<file path="config.mk">
export PLATFORM = sky130hd
export DESIGN_NAME = bin2bcd_seq_flat
export DESIGN_NICKNAME = d
export VERILOG_FILES = /design/src/rtl/bin2bcd_pkg.sv /design/src/rtl/bin2bcd_seq_if.sv /design/src/rtl/bin2bcd_seq_bcd_add3.sv /design/src/rtl/bin2bcd_seq.sv /design/src/flat_wrapper.sv
export SDC_FILE = /design/constraint.sdc
export NUM_CORES = 1
export LEC_CHECK = 0
export ABC_AREA = 1
export CAP_MARGIN = 20
export CORE_UTILIZATION = 45
export DETAILED_ROUTE_END_ITERATION = 16
export GPL_TIMING_DRIVEN = 0
export PLACE_DENSITY = 0.64
export SLEW_MARGIN = 25
export SYNTH_ARGS = -nofsm -noshare
export SYNTH_HDL_FRONTEND = slang
export SYNTH_SLANG_ARGS = --single-unit
</file>
<file path="constraint.sdc">
create_clock -name clk -period 1.3 [get_ports clk]
set_input_delay 0.13 -clock clk [delete_from_list [all_inputs] [get_ports clk]]
set_output_delay 0.13 -clock clk [all_outputs]
set_load 0.01 [all_outputs]
</file>
<file path="src/rtl/bin2bcd_pkg.sv">
// Shared types and constants for the sequential binary-to-BCD converter.
// Holds the FSM encoding, digit width, range limit and the saturation pattern.
package bin2bcd_pkg;

    typedef enum logic [1:0] {
        ST_IDLE  = 2'd0,
        ST_SHIFT = 2'd1,
        ST_DONE  = 2'd2
    } state_t;

    localparam int BCD_DIG_W = 4;

    // Largest value representable in ndig BCD digits (10^ndig - 1).
    function automatic int unsigned MAX_BCD_VAL(input int ndig);
        int unsigned v;
        v = 1;
        for (int i = 0; i < ndig; i++) begin
            v = v * 10;
        end
        return v - 1;
    endfunction

    // Sliced to 4*NDIG bits where used.
    localparam logic [63:0] ALL_NINES = 64'h9999_9999_9999_9999;

endpackage

</file>
<file path="src/rtl/bin2bcd_seq_if.sv">
// Request/result bundle between a client and bin2bcd_seq.
// The master drives start/bin_in; the slave (converter) returns status and result.
interface bin2bcd_seq_if #(
    parameter int BIN_W = 14,
    parameter int NDIG  = 4
);
    logic                  start;
    logic [BIN_W-1:0]      bin_in;
    logic                  busy;
    logic                  done;
    logic [4*NDIG-1:0]     bcd_out;
    logic [NDIG-1:0]       digit_nz;
    logic                  ovf;

    modport master (
        output start, bin_in,
        input  busy, done, bcd_out, digit_nz, ovf
    );

    modport slave (
        input  start, bin_in,
        output busy, done, bcd_out, digit_nz, ovf
    );
endinterface

</file>
<file path="src/rtl/bin2bcd_seq_bcd_add3.sv">
// Purpose: single BCD digit correction for double-dabble (d >= 5 ? d + 3 : d).
// Latency: combinational. Backpressure: none.
module bcd_add3 (
    input  logic [3:0] d,
    output logic [3:0] q
);
    assign q = (d >= 4'd5) ? d + 4'd3 : d;
endmodule

</file>
<file path="src/rtl/bin2bcd_seq.sv">
// Purpose: shift-add-3 binary-to-BCD converter with per-digit nonzero mask; BCD_SAT_EN clamps overflow to all nines.
// Latency: done the cycle after edge BIN_W+1 from accepted start. Backpressure: start ignored while busy, not queued.
module bin2bcd_seq
    import bin2bcd_pkg::*;
#(
    parameter int BIN_W = 14,
    parameter int NDIG  = 4
) (
    input  logic         clk,
    input  logic         rst_n,
    bin2bcd_seq_if.slave bus
);
    localparam int          SCR_W   = BCD_DIG_W * NDIG;
    localparam int          CNT_W   = $clog2(BIN_W);
    localparam int unsigned MAX_VAL = MAX_BCD_VAL(NDIG);

    state_t             state_q, state_d;
    logic [CNT_W-1:0]   cnt_q;
    logic [BIN_W-1:0]   shreg_q;
    logic [SCR_W-1:0]   scr_q;
    logic [SCR_W-1:0]   scr_adj;
    logic               ovf_pend_q;
    logic [SCR_W-1:0]   bcd_q;
    logic [NDIG-1:0]    nz_q;
    logic               ovf_q;
    logic               done_q;
    logic [SCR_W-1:0]   res_bcd;
    logic [NDIG-1:0]    res_nz;

    for (genvar g = 0; g < NDIG; g++) begin : g_add3
        bcd_add3 u_add3 (
            .d (scr_q[BCD_DIG_W*g +: BCD_DIG_W]),
            .q (scr_adj[BCD_DIG_W*g +: BCD_DIG_W])
        );
    end

    always_ff @(posedge clk or negedge rst_n) begin
        if (!rst_n) state_q <= ST_IDLE;
        else        state_q <= state_d;
    end

    always_comb begin
        state_d = state_q;
        case (state_q)
            ST_IDLE:  if (bus.start) state_d = ST_SHIFT;
            ST_SHIFT: if (cnt_q == '0) state_d = ST_DONE;
            ST_DONE:  state_d = ST_IDLE;
            default:  state_d = ST_IDLE;
        endcase
    end

    always_comb begin
        res_bcd = scr_q;
        res_nz  = '0;
        for (int i = 0; i < NDIG; i++) begin
            res_nz[i] = |scr_q[BCD_DIG_W*i +: BCD_DIG_W];
        end
`ifdef BCD_SAT_EN
        if (ovf_pend_q) begin
            res_bcd = ALL_NINES[SCR_W-1:0];
            res_nz  = '1;
        end
`endif
    end

    always_ff @(posedge clk or negedge rst_n) begin
        if (!rst_n) begin
            cnt_q      <= '0;
            shreg_q    <= '0;
            scr_q      <= '0;
            ovf_pend_q <= 1'b0;
            bcd_q      <= '0;
            nz_q       <= '0;
            ovf_q      <= 1'b0;
            done_q     <= 1'b0;
        end else begin
            done_q <= 1'b0;
            case (state_q)
                ST_IDLE: begin
                    if (bus.start) begin
                        shreg_q    <= bus.bin_in;
                        scr_q      <= '0;
                        cnt_q      <= CNT_W'(BIN_W - 1);
                        ovf_pend_q <= (32'(bus.bin_in) > MAX_VAL);
                    end
                end
                ST_SHIFT: begin
                    // Top bit of the corrected scratch falls off: result is value mod 10^NDIG.
                    {scr_q, shreg_q} <= {scr_adj[SCR_W-2:0], shreg_q, 1'b0};
                    if (cnt_q != '0) cnt_q <= cnt_q - CNT_W'(1);
                end
                ST_DONE: begin
                    bcd_q  <= res_bcd;
                    nz_q   <= res_nz;
                    ovf_q  <= ovf_pend_q;
                    done_q <= 1'b1;
                end
                default: ;
            endcase
        end
    end

    assign bus.busy     = (state_q != ST_IDLE);
    assign bus.done     = done_q;
    assign bus.bcd_out  = bcd_q;
    assign bus.digit_nz = nz_q;
    assign bus.ovf      = ovf_q;

endmodule

</file>
<file path="src/flat_wrapper.sv">
// flat-port wrapper written by rule: the top's interface ports become plain ports
module bin2bcd_seq_flat import bin2bcd_pkg::*;
#(
    parameter int BIN_W = 14,
    parameter int NDIG  = 4
)
  (clk, rst_n, bus_start, bus_bin_in, bus_busy, bus_done, bus_bcd_out, bus_digit_nz, bus_ovf);
  bin2bcd_seq_if #(.BIN_W(BIN_W), .NDIG(NDIG)) bus_i ();
  input  logic clk;
  input  logic rst_n;
  input wire logic [$bits(bus_i.start)-1:0] bus_start;
  input wire logic [$bits(bus_i.bin_in)-1:0] bus_bin_in;
  output wire logic [$bits(bus_i.busy)-1:0] bus_busy;
  output wire logic [$bits(bus_i.done)-1:0] bus_done;
  output wire logic [$bits(bus_i.bcd_out)-1:0] bus_bcd_out;
  output wire logic [$bits(bus_i.digit_nz)-1:0] bus_digit_nz;
  output wire logic [$bits(bus_i.ovf)-1:0] bus_ovf;
  assign bus_i.start = bus_start;
  assign bus_i.bin_in = bus_bin_in;
  assign bus_busy = bus_i.busy;
  assign bus_done = bus_i.done;
  assign bus_bcd_out = bus_i.bcd_out;
  assign bus_digit_nz = bus_i.digit_nz;
  assign bus_ovf = bus_i.ovf;
  bin2bcd_seq #(.BIN_W(BIN_W), .NDIG(NDIG)) u_core (.clk(clk), .rst_n(rst_n), .bus(bus_i));
endmodule
</file>
==> impl_results.md, run 1 <==
- Hold Slack: approximately 230 ps
- Area contributors post-synth: dfrtp_1, nand2_1, o21ai_0
- Cell Count Post-Placement: about 470
- Sequential-to-total area share from yosys stat: 50.93%
- Die X: 82.27 µm
- Layout Nets: ~450
- Initial antenna violation count: 0
- Most common cell after layout, fill and taps aside: nand2_1
- Clk_skew: 3.482 ps
- Unrepaired setup endpoints after global routing: yes
- Post-route ant nets: 0
- Crit-path cells: inv_2 -> nand2_1 -> buf_4 -> nor2_1 -> a31oi_1
- P_leak: 1.885 nW
- Global-route wire length before repair: 10610 µm
- Vias in the first global route: 2325
- Largest area contributor in the netlist: dfrtp_1
- Critical Path Source Type: flip-flop
- Yosys cell types: 21
- Max_cap viols: 0
- DRT Pass-1 Iters: 4
- Area grow syn2layout: 27.02%
- Commonest non-fill, non-tap cells in the layout: nand2_1, dfrtp_1, o21ai_0
- Warnings, synthesis: 0
- CP endpoint kind: flip-flop
- Peak VDD IR: 1.170 mV
- Synth Net Count: 386
- # DRC: 0
- PortBufs: 39
- Routed WL: a little over 6000 µm
- Power density over cell area: 2524 nW/µm²
- Status: finished clean
- Tot Pwr: 9.295 mW
- Total GRT Usage: 21.11%
- DP Wirelength: about 4200 µm
- Std-Cell Core Area: 6061 µm²
- HP Class: in2async
- Drt wl/cell: 12.52 µm
- Vias per cell: 5.117
- Final Hold Viols: 0
- H-tree lvl count: 3
- TritonCTS clock tree: yes
- DR vias: 2533
- Clock slew at reported path FFs: 60 ps
- RD Place Congestion: 0.8189
- Layout cells sized above 1: between 10% and 20%
- Initial core utilization: 47.83%
- Number of synthesized register bits: 59
- Finished Layout Cells: 495
- CTS buffer count: 9
- CP max stage cell: dfrtp_1
- TritonCTS Sinks: 59
- Die height: 82.27 µm
- CTS Root Cell: clkbuf_8
- Post-Synthesis Mean Instance Area: 8.143 µm²
- Die area: 6768 µm²
- Bufs on Longest Clock Path: 2
- Cell Area, Synth: 2899 µm²
- Detailed Route Iter0 Violations: 94
- IO Count: 40
- Row count: 28
- Crit share post-route: between 90% and 100%
- Final Setup Violations: 0
- Slew Limit Headroom: between 70% and 80%
- Final core utilization: 60.76%
- FMAX: 0.8031 GHz
- Worst Path Arrival: around 1500 ps
- Crit path kind: reg2reg
- WP data required: 1510 ps
- Top-area cell type share of the netlist area: 50.93%
- Total global routing overflow: 0
- Slew Viols, Final: 0
- Clk_lat worst skew: around 330 ps
- Gate Count Post-Synth: 356
- Diodes inserted: 0
- Tmin final: roughly 1200 ps
- Slowest stage delay, CP: 380 ps
- CP max FO: 10
- Largest net degree at the start of global routing: 38
- Worst slew pin tran: 301.3 ps
==> path summary, 6_finish.rpt <==
kind,endpoint,startpoint,depth (start not counted),slack [ps]
worst max-delay path,u_core.bus.digit_nz[1],u_core.state_q[0],5,50
worst min-delay path,u_core.bus.bcd_out[2],rst_n,2,230
worst max register to register,u_core.bus.digit_nz[1],u_core.state_q[0],5,50
worst min register to register,u_core.bus.ovf,u_core.bus.ovf,2,480
max in group asynchronous,u_core.res_bcd[12],rst_n,3,580
min in group clk,u_core.shreg_q[0],bus_bin_in[0],3,400
==> per-stage QoR <==
| step | TNS, ps | area [µm²] | setup WS [ps] |
|---|---|---|---|
| 3_5_place_dp | -1022 | 3401 | -59.42 |
| 6_report | 0 | 3682 | 54.79 |
| 5_1_grt | -13.68 | 3682 | -11.67 |
| 4_1_cts | 0 | 3600 | 25.18 |
| 2_1_floorplan | 0 | 2899 | 146.3 |
| 3_3_place_gp | -108650 | 3383 | -1826 |
==> worst max-delay path, delay by kind of cell (launching register included) <==
| kind | cells | cell delay (ps) |
|---|---|---|
| DFF | 1 | 380 |
| and+or+nand+nor | 2 | 320 |
| AOI/OAI and AO/OA | 1 | 90 |
| buffers and inverters | 2 | 330 |
==> power by group <==
| part | switching, mW | leakage [nW] | internal, mW | total [mW] |
|---|---|---|---|---|
| Clock | 0.677 | 0.0995 | 0.978 | 1.65 |
| Combinational | 2.73 | 1.07 | 1.76 | 4.50 |
| Sequential | 0.470 | 0.717 | 2.67 | 3.14 |
| Total | 3.88 | 1.88 | 5.41 | 9.30 |
==> repair_timing <==
action,CTS,global route
hold endpoints to repair,22,0
setup buffers,3,5
hold buffers,1,0
gates resized for setup,24,31
gates cloned,0,0
pin swaps,0,3
endpoints found under the setup margin,28,24
==> layout make-up <==
| class | instances | area (µm²) |
|---|---|---|
| tap | 75 | 93.84 |
| clock inverter | 2 | 35.03 |
| clock buffer | 13 | 158.9 |
| fill | 576 | 2379 |
| inverter | 47 | 181.4 |
| sequential | 59 | 1476 |
| buffer | 11 | 76.32 |
| multi-input combinational | 239 | 1215 |
| timing repair buffer | 49 | 445.4 |
==> per-layer routing <==
| metal | up-vias | GRT usage, % | wire, µm | share of wire [%] |
|---|---|---|---|---|
| li1 | 1267 | - | - | - |
| met1 | 1187 | 28.02 | 3017 | 49 |
| met2 | 67 | 32.81 | 2814 | 45 |
| met3 | 12 | 3.407 | 238 | 3.8 |
| met4 | 0 | 11.75 | 126 | 2.0 |
| met5 | - | 0 | 0 | 0 |
==> synthesized netlist by cell type <==
cell type  instances
ha_1              13
nor2_1            25
buf_6              1
buf_2              5
buf_4              2
nand4_1            9
clkbuf_2           3
o21ai_1            2
inv_4              1
inv_2              3
nand2_4            2
dfrtp_1           59
a31oi_1            3
nand2_1          103
o21ai_0           51
a21oi_1            1
inv_1             43
nand3_4            1
nand3_1           27
o22ai_1            1
o21a_1             1
==> state kept, by name, summed over array words and instances, names as in the netlist <==
signal,flops
u_core.bus.ovf,1
u_core.state_q,2
u_core.ovf_pend_q,1
u_core.bus.bcd_out,16
u_core.bus.done,1
u_core.cnt_q,4
u_core.res_bcd,16
u_core.shreg_q,14
u_core.bus.digit_nz,4
==> cell families after synthesis <==
| logic type | Yosys count | share of synthesized area [%] |
|---|---|---|
| AOI/OAI and AO/OA | 59 | 10.44 |
| adders and majority gates | 13 | 5.611 |
| buffers and inverters | 58 | 8.459 |
| DFF | 59 | 50.93 |
| and+or+nand+nor | 167 | 24.56 |
Note: power is estimated with default switching activity, not from simulation.
==> run 2, diff against run 1 <==
--- a/config.mk
+++ b/config.mk
@@ -5,7 +5,6 @@
 export SDC_FILE = /design/constraint.sdc
 export NUM_CORES = 1
 export LEC_CHECK = 0
-export ABC_AREA = 1
 export CAP_MARGIN = 20
 export CORE_UTILIZATION = 45
 export DETAILED_ROUTE_END_ITERATION = 16
==> impl_results.md, run 2 <==
- Status: finished with violations
- Failing checks: setup timing
- TritonCTS Sinks: 59 (unchanged)
- Diodes inserted: 0 (unchanged)
- Detailed Route Iter0 Violations: 148 (+57%)
- Global-route wire length before repair: 10600 µm (-0.13%)
- Layout cells sized above 1: 42.47% (+27 points)
- Largest area contributor in the netlist: dfrtp_1
- Final Hold Viols: 0 (unchanged)
- H-tree lvl count: 3 (unchanged)
- Die height: 80.23 µm (-2.5%)
- CTS buffer count: 9 (unchanged)
- Number of flops mapped to enable cells by yosys: 0 (unchanged)
- Max_cap viols: 0 (unchanged)
- Warnings, synthesis: 0 (unchanged)
- CTS Root Cell: clkbuf_8
- Slew Limit Headroom: 74.71% (-5.2 points)
- # DRC: 0 (unchanged)
- Post-route ant nets: 0 (unchanged)
- Clk_lat worst skew: 340 ps (about the same)
- Clk_skew: 10.51 ps (+7.032 ps)
- Gr busiest metal: met2
- Clock slew at reported path FFs: 70 ps (about the same)
- Yosys cell types: 34 (+62%)
- P_leak: 2.069 nW (+9.8%)
- IO Count: 40 (unchanged)
- Drt wl/cell: 17.72 µm (+42%)
- FMAX: 0.6777 GHz (-16%)
- Worst slew pin tran: 379.3 ps (+78.04 ps)
- Clock Power Share: 16.2% (-1.6 points)
- Switching share of power: 39.04% (-2.7 points)
- Most common cell in the synthesized netlist: dfrtp_1
- Area grow syn2layout: 63.15%
- Unrepaired setup endpoints after global routing: yes
- Vias per cell: 5.485 (+7.2%)
- Sw power: 4.052 mW (+4.4%)
- Crit path kind: reg2reg
- Setup TNS: -5893 ps (-5893 ps)
- PortBufs: 39 (unchanged)
- Bufs on Longest Clock Path: 2 (unchanged)
- Tmin final: 1475 ps (+230.3 ps)
- Synth Net Count: 301 (-22%)
- Post-Synthesis Mean Instance Area: 10.16 µm² (+25%)
- Top-area cell type share of the netlist area: 53.61% (+2.7 points)
- CP endpoint kind: flip-flop
- Row count: 28 (unchanged)
- Number of synthesized register bits: 59 (unchanged)
- Total global routing overflow: 0 (unchanged)
- Initial core utilization: 46.51% (-1.3 points)
- Most common cell after layout, fill and taps aside: dfrtp_1
- Worst Path Arrival: 1700 ps (+250 ps)
- RD Place Congestion: 0.7655 (-6.5%)
- Gate Count Post-Synth: 271 (-24%)
- DP Wirelength: 3977 µm (-6.0%)
- Cell Int Power: 6.328 mW (+17%)
- Comb pwr share: 52.9% (+4.5 points)
- DRT Pass-1 Iters: 4 (unchanged)
- Power density over cell area: 2310 nW/µm² (-8.5%)
- Met1 usage: 27.90% (-0.12 points)
- Area contributors post-synth: dfrtp_1, nand2_1, ha_1
- WP data required: 1520 ps (about the same)
- Sequential-to-total area share from yosys stat: 53.61% (+2.7 points)
- Synth top cells by count: dfrtp_1, nand2_1, mux2i_1, o21ai_1, ha_1
- Worst Setup Slack, final: -175.5 ps (-230.3 ps)
- Vias in the first global route: 2230 (-4.1%)
- CP max FO: 3 (-7)
- GR Util met2: 36.15% (+3.3 points)
- Critical Path Source Type: flip-flop
- M3 GR Usage: 4.091% (+0.68 points)
- Die X: 80.23 µm (-2.5%)
- DR vias: 2452 (-3.2%)
- Seq pwr share: 30.9% (-2.9 points)
- Total GRT Usage: 22.30% (+1.2 points)
- HP Class: in2async
- Std-Cell Core Area: 5921 µm² (-2.3%)
- Layout Nets: 397 (-11%)
- Final Setup Violations: 57 (+57)
- TritonCTS clock tree: yes
- Hold Slack: 209.9 ps (-16.26 ps)
- Cell Area, Synth: 2754 µm² (-5.0%)
- Pre-CTS WS: -382.5 ps (-323.1 ps)
- Largest net degree at the start of global routing: 44 (+16%)
- Slew Viols, Final: 0 (unchanged)
- Die area: 6437 µm² (-4.9%)
- Async SR Flop Fraction: 100.0% (unchanged)
- Commonest non-fill, non-tap cells in the layout: dfrtp_1, nand2_1, buf_4
- Peak VDD IR: 1.095 mV (-6.4%)
- Routed WL: 7922 µm (+28%)
- Initial antenna violation count: 0 (unchanged)
- Synth Flop Type: dfrtp_1
- Crit share post-route: 113.5% (+18 points)
-- run 2: changes by cell type after synthesis, sizes merged, moves of 6 or more --
cell | before | now
nand3 | 28 | 5
nand2b | 0 | 6
nand4 | 9 | 0
a21oi | 1 | 9
nor2 | 25 | 12
inv | 47 | 12
o22ai | 1 | 7
o31ai | 0 | 6
nand2 | 105 | 53
mux2i | 0 | 14
o21ai | 53 | 25
-- run 2: cells by family after synthesis --
group	share of synthesized area, %
AOI/OAI and AO/OA	15.04
xor gates and xnor gates	1.272
adders and majority gates	5.907
buffers and inverters	4.180
DFF	53.61
muxes	5.088
and+or+nand+nor	14.90
-- run 2: what timing repair did --
action / 4_1_cts / 5_1_grt
setup endpoints to repair: 78 / 58
cloned: 0 / 4
pin swaps: 14 / 29
hold buffers: 1 / 0
hold endpoints to repair: 59 / 0
resized for setup: 89 / 98
setup buffers: 21 / 24
-- run 2: path summary, 6_finish.rpt --
kind                       cells after the start                endpoint              startpoint  slack (ps)
hold reg to reg                                2  u_core.bus.bcd_out[15]  u_core.bus.bcd_out[15]         470
hold / removal                                 2   u_core.bus.bcd_out[9]                   rst_n         210
min in group clk                               3       u_core.shreg_q[1]           bus_bin_in[1]         450
setup reg to reg                               4         u_core.cnt_q[3]       u_core.state_q[1]        -180
setup / recovery                               4         u_core.cnt_q[3]       u_core.state_q[1]        -180
max in group asynchronous                      3       u_core.res_bcd[1]                   rst_n         560
-- run 2: final cells by class --
class,instances,area [µm²]
flip-flops and latches,59,1479
plain buffers,10,158.9
repair buffers,89,885.9
clock buffers,11,141.4
multi-input cells,185,1623
inverters,13,58.81
well taps,75,93.84
clock inverters,5,52.55
fillers,373,1428
-- run 2: stage by stage --
step	std cells	power, mW	instance area [µm²]	util [%]
floorplan	271	5.196	2789	-
global placement	385	6.249	3273	55.28
detailed placement	386	6.311	3291	55.58
CTS	422	8.601	3814	64.41
global route	447	11.01	4493	75.89
finish	447	10.38	4493	75.89
-- run 2: worst max-delay path, stage by stage, from the launching register on --
cell and delay, ps:
dfrtp_1 400, buf_6 130, nand2b_4 150, or4_4 420
a211o_1 260
-- run 2: power groups by stage --
| stage | logic, mW | clock network (mW) | registers [mW] |
|---|---|---|---|
| 3_3_place_gp | 3.18 | 0 | 3.07 |
| 6_report | 5.50 | 1.68 | 3.21 |
| 4_1_cts | 3.85 | 1.70 | 3.05 |
| 3_5_place_dp | 3.23 | 0 | 3.08 |
| 2_1_floorplan | 2.13 | 0 | 3.07 |
| 5_1_grt | 5.92 | 1.80 | 3.29 |
-- run 2: layer usage --
metal / vias to the layer above / share of wire, %
li1: 1146 / -
met1: 1215 / 42
met2: 69 / 50
met3: 22 / 3.8
met4: 0 / 3.8
met5: - / 0
==> RTL edit (config.mk and constraints of run 1) <==
`NDIG` is set to 4 in 3 places; all go to 2. Comments in the files are not updated.
--- a/src/rtl/bin2bcd_seq_if.sv
+++ b/src/rtl/bin2bcd_seq_if.sv
@@ -2,7 +2,7 @@
 // The master drives start/bin_in; the slave (converter) returns status and result.
 interface bin2bcd_seq_if #(
     parameter int BIN_W = 14,
-    parameter int NDIG  = 4
+    parameter int NDIG  = 2
 );
     logic                  start;
     logic [BIN_W-1:0]      bin_in;
--- a/src/rtl/bin2bcd_seq.sv
+++ b/src/rtl/bin2bcd_seq.sv
@@ -4,7 +4,7 @@
     import bin2bcd_pkg::*;
 #(
     parameter int BIN_W = 14,
-    parameter int NDIG  = 4
+    parameter int NDIG  = 2
 ) (
     input  logic         clk,
     input  logic         rst_n,
--- a/src/flat_wrapper.sv
+++ b/src/flat_wrapper.sv
@@ -2,7 +2,7 @@
 module bin2bcd_seq_flat import bin2bcd_pkg::*;
 #(
     parameter int BIN_W = 14,
-    parameter int NDIG  = 4
+    parameter int NDIG  = 2
 )
   (clk, rst_n, bus_start, bus_bin_in, bus_busy, bus_done, bus_bcd_out, bus_digit_nz, bus_ovf);
   bin2bcd_seq_if #(.BIN_W(BIN_W), .NDIG(NDIG)) bus_i ();
Interface: changed (resized bus_bcd_out and bus_digit_nz); port bits go from 40 to 30. The function was not compared with the original's and may differ.
==> RTL edit against run 1 <==
Setup slack got worse by 0.0089 ns; power decreased by 41%; largest cell class unchanged; sequential cell count is 18 lower; final area decreased by 32%; first-iteration DRC count rose by 24%; count of clock-buffer cells in the layout down 6; wire length down 35%; synthesized area is 34% lower.
==> RTL edit: results <==
export IMPL_cts_inserted_buffers=5
export IMPL_synth_nets=259
export IMPL_nMultiInputCombCells=166
export IMPL_nonClockInverterCount=23
export IMPL_nFillCells=373
export IMPL_drt_iter0_markers=117
export IMPL_design_seq_count=41
export IMPL_path_clk_slew_ns=0.08
export IMPL_wl_met1_mm=1.92
export IMPL_yosysSeqAreaShare_pct=53.5
export IMPL_routed_wl_mm=4.03
export IMPL_fin_skew_ns=0.00563
export IMPL_yosys_top_cells_count="89 x nand2_1, 41 x dfrtp_1, 22 x nand3_1"
export IMPL_clk_insertion_delay_late_ns=0.30
export IMPL_wl_met2_mm=1.84
export IMPL_wl_met3_um=182
export IMPL_postCtsSetupBuffers=2
export IMPL_status="finished clean"
export IMPL_post_cts_resized=16
export IMPL_nNetsFinal=304
export IMPL_p_leak_nw=1.27
export IMPL_gr_usage_met3_pct=6.42
export IMPL_routed_via_density=5.03
export IMPL_drt_first_pass_iters=5
export IMPL_seq_area_sq_um=1030
export IMPL_synth_distinct_cells=20
export IMPL_tightest_slew_ns=0.509
export IMPL_synthTopCellsByArea="dfrtp_1 53%, nand2_1 17%, nand3_1 5.7%, ha_1 4.6%, inv_1 3.9%"
export IMPL_grt_pass1_vias=1481
export IMPL_grt_pass1_wl_mm=6.76
export IMPL_grtUsageTotal_pct=20.5
export IMPL_htreeDepth=2
export IMPL_drive_gt1_share_pct=14.6
export IMPL_buffers=43
export IMPL_ir_drop_uv=1160
export IMPL_power_switching_w=0.00221
RTL edit: per-stage QoR:
stage	cells	utilization (%)	setup slack [ns]	area, sq um	hold slack [ns]
finish	331	61.9	0.0459	2510	0.324
global route	331	61.9	-0.0320	2510	0.406
CTS	326	59.6	0.00103	2420	0.340
detailed placement	315	56.5	-0.146	2290	0.129
global placement	314	56.0	-0.992	2270	0.465
floorplan	235	-	0.104	1920	-0.166
RTL edit: cells by family after synthesis:
logic type	count (synthesis)	synth area share, %
simple gates	138	29.6
flops	41	53.5
buf+inv	28	5.94
compound gates	21	6.39
fa+ha+maj	7	4.57
RTL edit: power by group through the flow:
stage	clock [W]	combinational, W	sequential (W)
floorplan	0	0.00152	0.00213
global placement	0	0.00223	0.00213
detailed placement	0	0.00228	0.00215
CTS	0.000953	0.00227	0.00211
global route	0.00100	0.00284	0.00218
finish	0.000929	0.00246	0.00212
RTL edit: path summary, 6_finish.rpt:
path | start | endpoint | slack, ns | cells after the start
hold / removal | rst_n | u_core.bus.bcd_out[0]$_DFFE_PN0P_ | 0.32 | 2
min in group clk | bus_bin_in[3] | u_core.shreg_q[3]$_DFFE_PN0P_ | 0.42 | 3
setup / recovery | u_core.state_q[1]$_DFFE_PN0P_ | u_core.cnt_q[2]$_DFFE_PN0P_ | 0.05 | 6
max in group asynchronous | rst_n | u_core.shreg_q[10]$_DFFE_PN0P_ | 0.49 | 3
setup reg to reg | u_core.state_q[1]$_DFFE_PN0P_ | u_core.cnt_q[2]$_DFFE_PN0P_ | 0.05 | 6
hold reg to reg | u_core.bus.bcd_out[5]$_DFFE_PN0P_ | u_core.bus.bcd_out[5]$_DFFE_PN0P_ | 0.49 | 2
